$ cat src/rtl/baud_tick_ctrl_if.sv
// ============================================================================
// Module      : baud_tick_ctrl_if
// Description : Control and status bundle for the baud tick controller.
//               master = the agent driving enable and divisor requests,
//               slave  = baud_tick_ctrl itself.
// Signals     : en       (m->s) 1 = generate ticks
//               div_req  (m->s) divisor-change request, held until div_ack
//               div_val  (m->s) requested divisor, DIV_W bits
//               div_ack  (s->m) one-cycle acknowledge, divisor applied
//               rx_tick  (s->m) oversample tick
//               tx_tick  (s->m) bit tick, every OVS-th rx_tick
//               busy     (s->m) divisor change pending
//               cur_div  (s->m) divisor in use, DIV_W bits
// Revision    : 1.0 - initial release
// ============================================================================
`default_nettype none

interface baud_tick_ctrl_if #(
  parameter int DIV_W = 10
);
  logic             en;
  logic             div_req;
  logic [DIV_W-1:0] div_val;
  logic             div_ack;
  logic             rx_tick;
  logic             tx_tick;
  logic             busy;
  logic [DIV_W-1:0] cur_div;

  modport master (
    output en, div_req, div_val,
    input  div_ack, rx_tick, tx_tick, busy, cur_div
  );

  modport slave (
    input  en, div_req, div_val,
    output div_ack, rx_tick, tx_tick, busy, cur_div
  );
endinterface

`default_nettype wire

$ cat src/rtl/baud_tick_ctrl.sv
// ============================================================================
// Module      : baud_tick_ctrl
// Description : Programmable baud tick generator. Divides fast_clock by
//               cur_div to form rx_tick and divides rx_tick by OVS to form
//               tx_tick. Divisor changes requested while running are held
//               pending and applied on a tx bit boundary so no bit period is
//               ever distorted.
// Ports       : fast_clock  in   sole clock, rising edge
//               rst         in   asynchronous reset, active low
//               resync      in   counter restart pulse (only with
//                                BAUD_TICK_RESYNC_EN defined)
//               bus         slave modport of baud_tick_ctrl_if
// Options     : `define BAUD_TICK_RESYNC_EN adds the resync input and logic.
// Revision    : 1.0 - initial release
// ============================================================================
`default_nettype none

module baud_tick_ctrl #(
  parameter int DIV_W   = 10,
  parameter int OVS     = 16,
  parameter int DEF_DIV = 325
) (
  input  wire logic       fast_clock,
  input  wire logic       rst,
`ifdef BAUD_TICK_RESYNC_EN
  input  wire logic       resync,
`endif
  baud_tick_ctrl_if.slave bus
);

  localparam int               c_OVS_W    = (OVS > 1) ? $clog2(OVS) : 1;
  localparam logic [DIV_W-1:0] c_DEF_DIV  = DIV_W'(DEF_DIV);
  localparam logic [DIV_W-1:0] c_DIV_ONE  = DIV_W'(1);
  localparam logic [DIV_W-1:0] c_DIV_TWO  = DIV_W'(2);
  localparam logic [c_OVS_W-1:0] c_OVS_LAST = c_OVS_W'(OVS - 1);
  localparam logic [c_OVS_W-1:0] c_OVS_ONE  = c_OVS_W'(1);

  typedef enum logic [1:0] {
    S_IDLE = 2'd0,
    S_RUN  = 2'd1,
    S_PEND = 2'd2
  } state_t;

  state_t             r_state;
  logic [DIV_W-1:0]   r_cur_div;
  logic [DIV_W-1:0]   r_pend_div;
  logic [DIV_W-1:0]   r_div_cnt;
  logic [c_OVS_W-1:0] r_ovs_cnt;
  logic               r_rx_tick;
  logic               r_tx_tick;
  logic               r_div_ack;
  logic               r_busy;

  logic               w_req;
  logic               w_resync;
  logic               w_div_last;
  logic               w_ovs_last;
  logic [DIV_W-1:0]   w_div_clamp;

  // A request still held during its own acknowledge cycle is not a new one.
  assign w_req       = bus.div_req & ~r_div_ack;
  // Divisors below 2 would collapse the counter; force the minimum of 2.
  assign w_div_clamp = (bus.div_val < c_DIV_TWO) ? c_DIV_TWO : bus.div_val;
  assign w_div_last  = (r_div_cnt == (r_cur_div - c_DIV_ONE));
  assign w_ovs_last  = (r_ovs_cnt == c_OVS_LAST);

`ifdef BAUD_TICK_RESYNC_EN
  assign w_resync = resync;
`else
  assign w_resync = 1'b0;
`endif

  always_ff @(posedge fast_clock or negedge rst) begin
    if (!rst) begin
      r_state    <= S_IDLE;
      r_cur_div  <= c_DEF_DIV;
      r_pend_div <= c_DEF_DIV;
      r_div_cnt  <= '0;
      r_ovs_cnt  <= '0;
      r_rx_tick  <= 1'b0;
      r_tx_tick  <= 1'b0;
      r_div_ack  <= 1'b0;
      r_busy     <= 1'b0;
    end else begin
      r_rx_tick <= 1'b0;
      r_tx_tick <= 1'b0;
      r_div_ack <= 1'b0;
      case (r_state)
        S_IDLE: begin
          r_div_cnt <= '0;
          r_ovs_cnt <= '0;
          r_busy    <= 1'b0;
          // Loading here and entering RUN on the same edge lets a combined
          // en+div_req start the very first bit at the new divisor.
          if (w_req) begin
            r_cur_div <= w_div_clamp;
            r_div_ack <= 1'b1;
          end
          if (bus.en) begin
            r_state <= S_RUN;
          end
        end

        S_RUN, S_PEND: begin
          if (!bus.en) begin
            r_state   <= S_IDLE;
            r_div_cnt <= '0;
            r_ovs_cnt <= '0;
            r_busy    <= 1'b0;
            // Stopping ends the bit anyway, so a pending divisor is safe to
            // apply right away.
            if (r_state == S_PEND) begin
              r_cur_div <= r_pend_div;
              r_div_ack <= 1'b1;
            end
          end else begin
            if (w_resync) begin
              r_div_cnt <= '0;
              r_ovs_cnt <= '0;
            end else if (w_div_last) begin
              r_div_cnt <= '0;
              r_rx_tick <= 1'b1;
              if (w_ovs_last) begin
                r_ovs_cnt <= '0;
                r_tx_tick <= 1'b1;
                // Bit boundary: counters are already restarting, so swapping
                // the divisor here leaves every bit period intact.
                if (r_state == S_PEND) begin
                  r_cur_div <= r_pend_div;
                  r_div_ack <= 1'b1;
                  r_busy    <= 1'b0;
                  r_state   <= S_RUN;
                end
              end else begin
                r_ovs_cnt <= r_ovs_cnt + c_OVS_ONE;
              end
            end else begin
              r_div_cnt <= r_div_cnt + c_DIV_ONE;
            end

            if ((r_state == S_RUN) && w_req) begin
              r_pend_div <= w_div_clamp;
              r_busy     <= 1'b1;
              r_state    <= S_PEND;
            end
          end
        end

        default: begin
          r_state <= S_IDLE;
        end
      endcase
    end
  end

  assign bus.rx_tick = r_rx_tick;
  assign bus.tx_tick = r_tx_tick;
  assign bus.div_ack = r_div_ack;
  assign bus.busy    = r_busy;
  assign bus.cur_div = r_cur_div;

endmodule

`default_nettype wire

$ cat src/flat_wrapper.sv
// flat-port wrapper written by rule: the top's interface ports become plain ports
module baud_tick_ctrl_flat 
#(
  parameter int DIV_W   = 10,
  parameter int OVS     = 16,
  parameter int DEF_DIV = 325
)
  (fast_clock, rst, bus_en, bus_div_req, bus_div_val, bus_div_ack, bus_rx_tick, bus_tx_tick, bus_busy, bus_cur_div);
  baud_tick_ctrl_if #(.DIV_W(DIV_W)) bus_i ();
  input  wire logic fast_clock;
  input  wire logic rst;
  input wire logic [$bits(bus_i.en)-1:0] bus_en;
  input wire logic [$bits(bus_i.div_req)-1:0] bus_div_req;
  input wire logic [$bits(bus_i.div_val)-1:0] bus_div_val;
  output wire logic [$bits(bus_i.div_ack)-1:0] bus_div_ack;
  output wire logic [$bits(bus_i.rx_tick)-1:0] bus_rx_tick;
  output wire logic [$bits(bus_i.tx_tick)-1:0] bus_tx_tick;
  output wire logic [$bits(bus_i.busy)-1:0] bus_busy;
  output wire logic [$bits(bus_i.cur_div)-1:0] bus_cur_div;
  assign bus_i.en = bus_en;
  assign bus_i.div_req = bus_div_req;
  assign bus_i.div_val = bus_div_val;
  assign bus_div_ack = bus_i.div_ack;
  assign bus_rx_tick = bus_i.rx_tick;
  assign bus_tx_tick = bus_i.tx_tick;
  assign bus_busy = bus_i.busy;
  assign bus_cur_div = bus_i.cur_div;
  baud_tick_ctrl #(.DIV_W(DIV_W), .OVS(OVS), .DEF_DIV(DEF_DIV)) u_core (.fast_clock(fast_clock), .rst(rst), .bus(bus_i));
endmodule
$ cat config.mk
export PLATFORM = sky130hd
export DESIGN_NAME = baud_tick_ctrl_flat
export DESIGN_NICKNAME = d
export VERILOG_FILES = /design/src/rtl/baud_tick_ctrl_if.sv /design/src/rtl/baud_tick_ctrl.sv /design/src/flat_wrapper.sv
export SDC_FILE = /design/constraint.sdc
export NUM_CORES = 1
export LEC_CHECK = 0
export CAP_MARGIN = 20
export CORE_ASPECT_RATIO = 0.75
export CORE_MARGIN = 2
export CORE_UTILIZATION = 60
export CTS_CLUSTER_SIZE = 25
export DETAILED_ROUTE_END_ITERATION = 12
export PLACE_DENSITY_LB_ADDON = 0.15
export SETUP_SLACK_MARGIN = 0.4
export SYNTH_ARGS = -nofsm -noshare
export SYNTH_HDL_FRONTEND = slang
export SYNTH_SLANG_ARGS = --single-unit
export TNS_END_PERCENT = 10
$ cat constraint.sdc
create_clock -name fast_clock -period 4.2 [get_ports fast_clock]
set_input_delay 0.84 -clock fast_clock [delete_from_list [all_inputs] [get_ports fast_clock]]
set_output_delay 0.84 -clock fast_clock [all_outputs]
set_load 0.05 [all_outputs]
==> reports/metrics.cfg <==
[final_layout]
fin_util = 0.738
antenna_cells = 0
nets = 271
regArea_sq_um = 1010
drive_gt1_frac = 0.175
fin_area_sq_um = 2720
syn_to_final_growth_pct = 17.7
fill_cells = 274
instances_no_fill = 303
multi_input_area_sq_um = 1230

[power_and_ir_drop]
p_seq_frac = 0.324
p_int_mw = 1.16
p_sw_mw = 0.826
p_comb_frac = 0.517
power_mw = 1.99
swShare = 0.416
power.leakage_nw = 1.21
peakVddDrop_mv = 0.487
clkPwrFrac = 0.158
p_per_area_nw_per_um2 = 731

[logic_synthesis]
yosysTopAreaCell = dfrtp_1
synth_commonest_cells = 32 x dfrtp_1, 19 x nand2_1, 15 x mux2_2, 15 x nor2_1, 11 x o21ai_0
syn_area_per_cell_sq_um = 10.4
netlist.area_leader.share = 0.347
synth_edf_count = 0
yosysWarningCount = 0
synthFlopType = dfrtp_1
async_flop_share = 1.00
synth_cell_types = 45
ys_seq_area_frac = 0.438
syn-cell-area_sq_um = 2310
synth-seq-cells = 40
syn-num-nets = 244
synthesis.instances = 223
synth_area_leaders = dfrtp_1 35%, dfstp_2 9.1%, mux2_2 7.3%
synth.most_common_cell = dfrtp_1

[clocking]
h-tree-depth = 2
clk_pin_slew_ns = 0.08
cts_resized = 0
cts_max_path_buffers = 2
cts_tree = yes
cts_made_buffers = 5
post_cts_buffers = 0
cts.sinks = 40
cts-hold-fix-buffers = 0
clock_latency_ns = 0.30
clockRootBuffer = clkbuf_8

[setup_path]
reg2reg_depth = 7
worst_setup_path_end_kind = flop
critPathRequiredTime_ns = 4.38
arrival_ns = 3.42
cp_max_fo = 10
worst_setup_path_start_kind = flop
crit_type = reg -> reg

[run]
drv_cap = 0

[floorplanning]
fp.dieH_um = 57.7
coreArea_sq_um = 3680
die_x_um = 75.6
pin_count = 28
rows = 19
initial_utilization = 0.627
die-area_sq_um = 4370

[route]
wl_per_cell_um = 14.7
drc = 0
first_pass_iters = 6
postRouteWirelength_um = 4450
initialDrtViolationCount = 90
routed_via_density = 5.64
vias = 1708
ant_nets = 0

[global_route]
grt_remaining_overflow = 0
grt_start_max_net_pins = 41
grt_pass1_wl_um = 7470
antenna_found_initial = 0
first_global_vias = 1596
grt_usage = 0.225

[timing]
timing.hold.ws_ns = 0.481
finalWorstSetupSlack_ns = 0.958
rsz0062_at_grt = false
fin_setup_tns_ns = 0
setup_viol = 0
slew_headroom = 0.417
hold_viol = 0
fmax_ghz = 0.308
report.final.slew_viol_count = 0
finalCritPeriodShare = 0.772
tightest_slew_ns = 0.874
post-route-min-period_ns = 3.24
skew_ns = 0.00823

[place]
dp_hpwl_um = 3280
portBuffers = 27
dp_cells = 295
preCtsSetupSlack_ns = 0.999
dpl_cell_area_sq_um = 2610
gp_congestion = 0.803

[min_path]
min_path_type = reg -> reg
hold_path_depth = 2

[run_status]
outcome = finished clean

-- cells in the final DEF, fill, tap and decap left out, drive strengths merged, types with 2 or more instances in the layout --
cell           count
a31oi              2
nor4               5
clkbuf             5
xor2              10
mux2              22
nand2             19
dfstp              8
mux2i              4
clkdlybuf4s50     26
and2               3
a21o               3
dfrtp             32
ha                 7
xnor2              6
or3                2
nand3              9
nor3               6
o41ai              2
nor2              15
o21ai             11
or4                2
o211ai             2
a21oi              9
o21a               2
inv               10
a211oi             3
a22o               2
nand4              4
nand2b             4
and3               3
-- flip-flops by register name (all words and copies together) (netlist names) --
| signal | cells |
|---|---|
| u_core.r_div_cnt | 10 |
| u_core.r_state | 2 |
| u_core.bus.cur_div | 10 |
| u_core.r_pend_div | 10 |
| u_core.bus.div_ack | 1 |
| u_core.bus.tx_tick | 1 |
| u_core.r_ovs_cnt | 4 |
| u_core.bus.busy | 1 |
| u_core.bus.rx_tick | 1 |
-- area by class of cell --
type                       count  area share
multi-input combinational    166       0.452
sequential                    40       0.372
timing repair buffer          27      0.0976
clock buffer                   5      0.0253
tap                           52      0.0239
clock inverter                 3      0.0157
inverter                      10      0.0138
-- worst paths after layout --
path,startpoint,slack [ns],end
max,u_core.bus.cur_div[3],0.96,u_core.bus.cur_div[9]
min,u_core.r_pend_div[0],0.48,u_core.r_pend_div[0]
max reg2reg,u_core.bus.cur_div[3],0.96,u_core.bus.cur_div[9]
min reg2reg,u_core.r_pend_div[0],0.48,u_core.r_pend_div[0]
max in group asynchronous,rst,2.99,u_core.r_state[1]
min in group asynchronous,rst,0.65,u_core.r_pend_div[5]
-- power groups by stage --
stage,logic [mW],registers [mW],clock network (mW)
2_1_floorplan,0.630,0.809,0
3_3_place_gp,1.01,0.646,0
3_5_place_dp,1.02,0.652,0
4_1_cts,1.03,0.645,0.317
5_1_grt,1.11,0.664,0.332
6_report,1.03,0.645,0.314
-- logic make-up after synthesis --
logic type,share of synthesized area
XOR/XNOR,0.0607
AO/OA/AOI/OAI,0.131
AND/OR/NAND/NOR,0.166
buffers and inverters,0.0309
flip-flops,0.438
multiplexers,0.136
adder cells (fa/ha/maj),0.0379
-- worst max-delay path: stages, from the launching register on --
cell	delay, ns
dfrtp_1	0.45
or3_4	0.42
or4_1	0.48
o32a_2	0.24
a211oi_4	0.31
a21oi_2	0.17
or3_1	0.66
mux2_4	0.40
-- metal layers --
layer / wire (um) / share of wire / track usage
met5: 0 / 0 / 0
met4: 28 / 0.0063 / 0.0526
met3: 175 / 0.039 / 0.0470
met2: 2010 / 0.45 / 0.337
met1: 2240 / 0.50 / 0.339
(Power assumes the default switching activity.)
